===== config.mk =====
export PLATFORM = sky130hd
export DESIGN_NAME = ins_fetch
export DESIGN_NICKNAME = d
export VERILOG_FILES = /design/src/rtl/cpu_pkg.sv /design/src/rtl/ins_fetch.sv
export SDC_FILE = /design/constraint.sdc
export NUM_CORES = 1
export LEC_CHECK = 0
export BUFFER_PORTS_ARGS = -buffer_cell sky130_fd_sc_hd__buf_4
export CAP_MARGIN = 10
export CORE_MARGIN = 2
export CORE_UTILIZATION = 35
export CTS_BUF_LIST = sky130_fd_sc_hd__clkbuf_8
export DETAILED_ROUTE_END_ITERATION = 10
export MAX_ROUTING_LAYER = met4
export PLACE_DENSITY_LB_ADDON = 0.12
export SLEW_MARGIN = 20
export SYNTH_ARGS = -nofsm -noshare
export SYNTH_HDL_FRONTEND = slang
export SYNTH_SLANG_ARGS = --single-unit

===== constraint.sdc =====
create_clock -name clk -period 1.9 [get_ports clk]
set_input_delay 0.095 -clock clk [delete_from_list [all_inputs] [get_ports clk]]
set_output_delay 0.095 -clock clk [all_outputs]
set_load 0.1 [all_outputs]

===== src/rtl/cpu_pkg.sv =====
`default_nettype none
// ============================================================================
// Module      : cpu_pkg
// Description : Shared CPU datapath types and constants used by the
//               instruction memory and the fetch unit.
// Revision    : 1.0 - initial release
// ============================================================================
package cpu_pkg;

    // Instruction address width (4096-word space) and instruction width
    localparam int ADDR_W = 12;
    localparam int INS_W  = 19;

    typedef logic [ADDR_W-1:0] addr_t;
    typedef logic [INS_W-1:0]  ins_t;

    // Fetch control state: IDLE until fetching is enabled, RUN while it is
    typedef enum logic [0:0] {
        IDLE = 1'b0,
        RUN  = 1'b1
    } fetch_state_t;

    // Saturation ceiling of the delivered-instruction counter
    localparam logic [15:0] c_count_max = 16'hFFFF;

endpackage : cpu_pkg
`default_nettype wire


===== src/rtl/ins_fetch.sv =====
`default_nettype none
// ============================================================================
// Module      : ins_fetch
// Description : Instruction fetch unit. Owns the PC, addresses an async-read
//               instruction memory, registers the returned word into a
//               valid/ready output stage, handles redirects with flush and
//               counts delivered instructions (saturating).
// Revision    : 1.0 - initial release
// ============================================================================
module ins_fetch #(
    parameter int                        ADDR_W   = cpu_pkg::ADDR_W,
    parameter int                        INS_W    = cpu_pkg::INS_W,
    parameter logic [cpu_pkg::ADDR_W-1:0] RESET_PC = '0
) (
    input  logic              clk,
    input  logic              rst,
    input  logic              fetch_en,
    output logic [ADDR_W-1:0] mem_addr,
    input  logic [INS_W-1:0]  mem_ins,
    input  logic              redirect_valid,
    input  logic [ADDR_W-1:0] redirect_target,
    output logic              ins_valid,
    input  logic              ins_ready,
    output logic [INS_W-1:0]  ins_data,
    output logic [ADDR_W-1:0] ins_pc,
    output logic [15:0]       fetch_count
);

    import cpu_pkg::*;

    fetch_state_t      r_state;
    logic [ADDR_W-1:0] r_pc;
    logic              r_ins_valid;
    logic [INS_W-1:0]  r_ins_data;
    logic [ADDR_W-1:0] r_ins_pc;
    logic [15:0]       r_fetch_count;

    logic              w_free;
    logic              w_handshake;

    // Output stage can take a new word when empty or being drained this cycle
    assign w_free      = !r_ins_valid || ins_ready;
    assign w_handshake = r_ins_valid && ins_ready;

    // Memory is read combinationally from the current PC
    assign mem_addr    = r_pc;

    assign ins_valid   = r_ins_valid;
    assign ins_data    = r_ins_data;
    assign ins_pc      = r_ins_pc;
    assign fetch_count = r_fetch_count;

    // PC, output stage, state and counter; redirect beats fetch and stall
    always_ff @(posedge clk) begin
        if (rst) begin
            r_state       <= IDLE;
            r_pc          <= RESET_PC[ADDR_W-1:0];
            r_ins_valid   <= 1'b0;
            r_ins_data    <= '0;
            r_ins_pc      <= '0;
            r_fetch_count <= '0;
        end else begin
            // State tracks whether fetching is enabled; it does not add latency
            case (r_state)
                IDLE:    if (fetch_en)  r_state <= RUN;
                RUN:     if (!fetch_en) r_state <= IDLE;
                default: r_state <= IDLE;
            endcase

            // A handshake counts even when a redirect flushes in the same cycle
            if (w_handshake && (r_fetch_count != c_count_max)) begin
                r_fetch_count <= r_fetch_count + 16'd1;
            end

            if (redirect_valid) begin
                // Flush: any held word is discarded, fetching resumes at target
                r_pc        <= redirect_target;
                r_ins_valid <= 1'b0;
            end else if (fetch_en && w_free) begin
                // Capture the word at the current PC and advance (wraps mod 2^ADDR_W)
                r_ins_data  <= mem_ins;
                r_ins_pc    <= r_pc;
                r_ins_valid <= 1'b1;
                r_pc        <= r_pc + 1'b1;
            end else if (w_free) begin
                // Drain without refill; data registers keep their last value
                r_ins_valid <= 1'b0;
            end
            // Otherwise stalled: everything holds
        end
    end

endmodule : ins_fetch
`default_nettype wire


Word-level counts from Yosys, hierarchy flattened
Index checks and enable logic that the tools add are counted.

word-level totals
  register bits after elaboration = 60
  bits of input ports = 36
  logic and storage cells = 22

cells by class
  $add $sub $neg = 2
  equality and inequality tests = 1
  mux-type cells = 4
  bitwise logic cells = 1
  reduce and logical (&&, ||, !) cells = 9

operators with widths
  operator                                        number
  2-to-1 mux 12 bit                               2
  adder 16 x 1 -> 16 bit (second input constant)  1
  != test 16 bit (second input constant)          1
  adder 12 x 1 -> 12 bit (second input constant)  1
  nonzero test 2 bit                              2
  logical AND 1 bit                               3
  2-to-1 mux 1 bit                                2
  AND reduction 2 bit                             1
  OR reduction 2 bit                              1
  zero test 1 bit                                 1
  logical OR 1 bit                                1
  NOT 1 bit                                       1

Depth between registers and ports, before layout
  depth after elaboration = 5
  gate-level depth with buffers = 5
  mapped depth without buffers = 5

Worst setup path before layout
No wires, ideal clock.

  kind = register to register
  start point = register r_fetch_count[1] (netlist: fetch_count[1])
  end point = register r_fetch_count[4] (netlist: fetch_count[4])
  arrival time = 2.355 ns
  required time = 1.830 ns
  setup slack = -0.525 ns
  stages on the path, launching flop included = 5
  cells stage by stage = dfxtp_1 > ha_1 > nand3_1 > or4_2 > a21oi_1

on the way
  cells in the longest elaborated chain, start to end = 2

RTL lines
  element                                                         RTL line         RTL
  start, declared                                                 ins_fetch.sv:36  logic [15:0] r_fetch_count;
  start signal, assigned                                          ins_fetch.sv:72  r_fetch_count <= r_fetch_count + 16'd1;
  branches (longest 2 deep; another with adder 16 x 1 -> 16 bit)  -

Parallel ways; which one is timed is not known.
A chain may end at the register's enable or synchronous reset.

Worst setup path after layout
  start point = register r_fetch_count[0] (netlist: fetch_count[0])
  end point = register r_fetch_count[4] (netlist: fetch_count[4])

Same word-level chain as after synthesis.

==> impl_metrics.env <==
export IMPL_place_inst=507
export IMPL_ys_warn_count=0
export IMPL_clock_path_buffers=2
export IMPL_rows=31
export IMPL_cts_buffers=9
export IMPL_fp_dieH_um=90.3
export IMPL_dp_hpwl_um=5110
export IMPL_synth_compound_area_share=0.188
export IMPL_drc=0
export IMPL_syn_area_per_cell_um2=8.20
export IMPL_start_util=0.361
export IMPL_fp_dieW_um=90.3
export IMPL_diodes=0
export IMPL_relSlewSlack=0.692
export IMPL_wl_per_cell_um=13.5
export IMPL_synth_edff_count=0
export IMPL_cts_tree="yes"
export IMPL_seq_area_frac_synth=0.461
export IMPL_endpoint_kind="flop"
export IMPL_area_delta_synth_final_pct=49.2
export IMPL_worst_hold_slack_ns=0.0122
export IMPL_cp_slowest_stage_delay_ns=0.65
export IMPL_setup_tns_ns=0
export IMPL_final_min_clock_period_ns=1.76
export IMPL_worstPathMaxFanout=7
export IMPL_root_buffer="clkbuf_8"
export IMPL_layout_common_cells="buf_4, nand2_1, a21oi_1"
export IMPL_p_leak_nw=1.54
export IMPL_grt_pass1_vias=2401
export IMPL_grt_pass1_wl_um=11600
export IMPL_finalClockSkew_ns=0.00676
export IMPL_synth_nets=356
export IMPL_maxCapViolCount=0
export IMPL_cp_buffers_inverters=0
export IMPL_critPathSlowestCell="or4_2"
export IMPL_ys_flop_type="dfxtp_1"
export IMPL_outcome="completed"
export IMPL_viasPerCell=5.01
export IMPL_setup_viol=0
export IMPL_yosys_area_share_simple=0.271
export IMPL_synthesis_area_mm2=0.00261
export IMPL_hold_path_class="input port to flop"
export IMPL_drt_wl_total_um=7220
export IMPL_synth_xor_area_frac=0.0202
export IMPL_grt_ovfl_total=0
export IMPL_antenna_found_initial=0
export IMPL_path_clk_slew_ns=0.07
export IMPL_htreeDepth=3
export IMPL_yosysUniqueCellTypes=43
export IMPL_cp_arrival_ns=2.02
export IMPL_start_kind="flop"
export IMPL_grt_max_degree=42
export IMPL_finalCritPeriodShare=0.926
export IMPL_synth_top_family_by_area="simple AND/OR/NAND/NOR gates"
export IMPL_gp_congestion=0.889
export IMPL_max_freq_ghz=0.568
export IMPL_yosys_area_share_adder=0.00960
export IMPL_crit_chain="ha_1 -> nand3_1 -> or4_2 -> a21oi_1"
export IMPL_power_density_mw_per_mm2=810
export IMPL_drtIter0Drc=126
export IMPL_dr_pass1_iters=4
export IMPL_clock_latency_ns=0.33
export IMPL_critPathRequiredTime_ns=2.16
export IMPL_fin_nets=470
export IMPL_core_area_mm2=0.00721
export IMPL_dieArea_mm2=0.00816
export IMPL_synth_seq_cells=60
export IMPL_grt_util_all_layers=0.182
export IMPL_dr_total_vias=2688
export IMPL_final_instance_count_excl_fill=536
export IMPL_drt_antenna_violating_nets=0
export IMPL_port_buffers=95
export IMPL_final_max_slew_violation_count=0
export IMPL_vdd_drop_max_mv=0.508
export IMPL_synthCells=318
export IMPL_worst_pin_slew_ns=0.463
export IMPL_clock_sinks=60
export IMPL_crit_family="simple AND/OR/NAND/NOR gates"
export IMPL_hold_viol_final=0
export IMPL_critPathKind="flop to flop"
export IMPL_rsz0062_at_grt="false"
export IMPL_post_route_cells_drive_above_1_share=0.362
export IMPL_post_cts_buffers=0
export IMPL_pin_count=96
export IMPL_async_flop_share=0
export IMPL_synth_area_mux_share=0.0163
export IMPL_final_common_cell="buf_4"
worst register-to-register path: cells and delay by family (launching register included):
kind                     cells  cell delay (ns)
adder cells (fa/ha/maj)      1             0.29
AO/OA/AOI/OAI                1             0.14
flip-flops                   1             0.38
AND/OR/NAND/NOR              2             0.88
path summary, 6_finish.rpt:
path / end / depth (start not counted) / start / slack (ns)
min reg2reg: ins_pc[7]$_SDFFE_PP0P_ / 2 / ins_pc[7]$_SDFFE_PP0P_ / 0.45
min: ins_data[5]$_SDFFE_PP0P_ / 3 / mem_ins[5] / 0.01
max: fetch_count[4]$_SDFFE_PP0P_ / 4 / fetch_count[0]$_SDFFE_PP0P_ / 0.14
max reg2reg: fetch_count[4]$_SDFFE_PP0P_ / 4 / fetch_count[0]$_SDFFE_PP0P_ / 0.14
cells by family after synthesis:
group	count (synthesis)
AO/OA/AOI/OAI	77
AND/OR/NAND/NOR	145
XOR/XNOR	6
multiplexers	4
buffers and inverters	24
adder cells (fa/ha/maj)	2
flip-flops	60
sequential cells by signal, summed over array words and instances (netlist names):
name	flops
fetch_count	16
ins_data	19
ins_valid	1
ins_pc	12
mem_addr	12
power breakdown:
| part | leakage [nW] | total, mW | internal, mW | switching [mW] |
|---|---|---|---|---|
| logic | 0.927 | 0.649 | 0.176 | 0.473 |
| registers | 0.507 | 1.33 | 1.29 | 0.0478 |
| clock network | 0.111 | 1.17 | 0.669 | 0.501 |
| total | 1.54 | 3.15 | 2.13 | 1.02 |
per-stage QoR:
| step | power [mW] | area, um^2 | setup WS (ns) | utilization |
|---|---|---|---|---|
| 6_report | 3.15 | 3890 | 0.140 | 0.539 |
| 2_1_floorplan | 1.81 | 2690 | 0.00130 | - |
| 4_1_cts | 3.20 | 3880 | 0.119 | 0.538 |
| 3_3_place_gp | 1.99 | 3550 | 0.226 | 0.492 |
| 5_1_grt | 3.31 | 3890 | 0.00937 | 0.539 |
| 3_5_place_dp | 1.99 | 3550 | 0.144 | 0.492 |
repair_timing:
action                     in CTS  in global routing
resized for setup               0                  1
hold endpoints to repair       13                  0
setup endpoints to repair       0                  1
hold buffers                   13                  0
layer usage:
metal,vias up,wire [um],global-route usage
met3,8,348,0.0342
met5,-,0,-
met1,1234,3420,0.244
met4,0,105,0.0692
li1,1374,-,-
met2,72,3340,0.273
layout make-up:
| type | count | area [um^2] |
|---|---|---|
| Clock inverter | 5 | 50.0 |
| Sequential cell | 60 | 1280 |
| Clock buffer | 11 | 151 |
| Multi-Input combinational cell | 234 | 1340 |
| Timing Repair Buffer | 117 | 911 |
| Inverter | 10 | 37.5 |
| Fill cell | 731 | 3320 |
| Tap cell | 99 | 124 |
cell usage after synthesis (6+ instances only):
| cell type | instances | area [um^2] |
|---|---|---|
| nand2_1 | 72 | 270 |
| a21oi_1 | 39 | 195 |
| a211oi_1 | 9 | 67.6 |
| o21ai_0 | 6 | 30.0 |
| nand3_1 | 12 | 60.1 |
| clkbuf_1 | 13 | 48.8 |
| nand4_1 | 7 | 43.8 |
| dfxtp_1 | 60 | 1200 |
| inv_1 | 9 | 33.8 |
| nor4_1 | 7 | 43.8 |
| nor2_1 | 17 | 63.8 |
| o31ai_1 | 7 | 52.6 |
(Power assumes the default switching activity.)
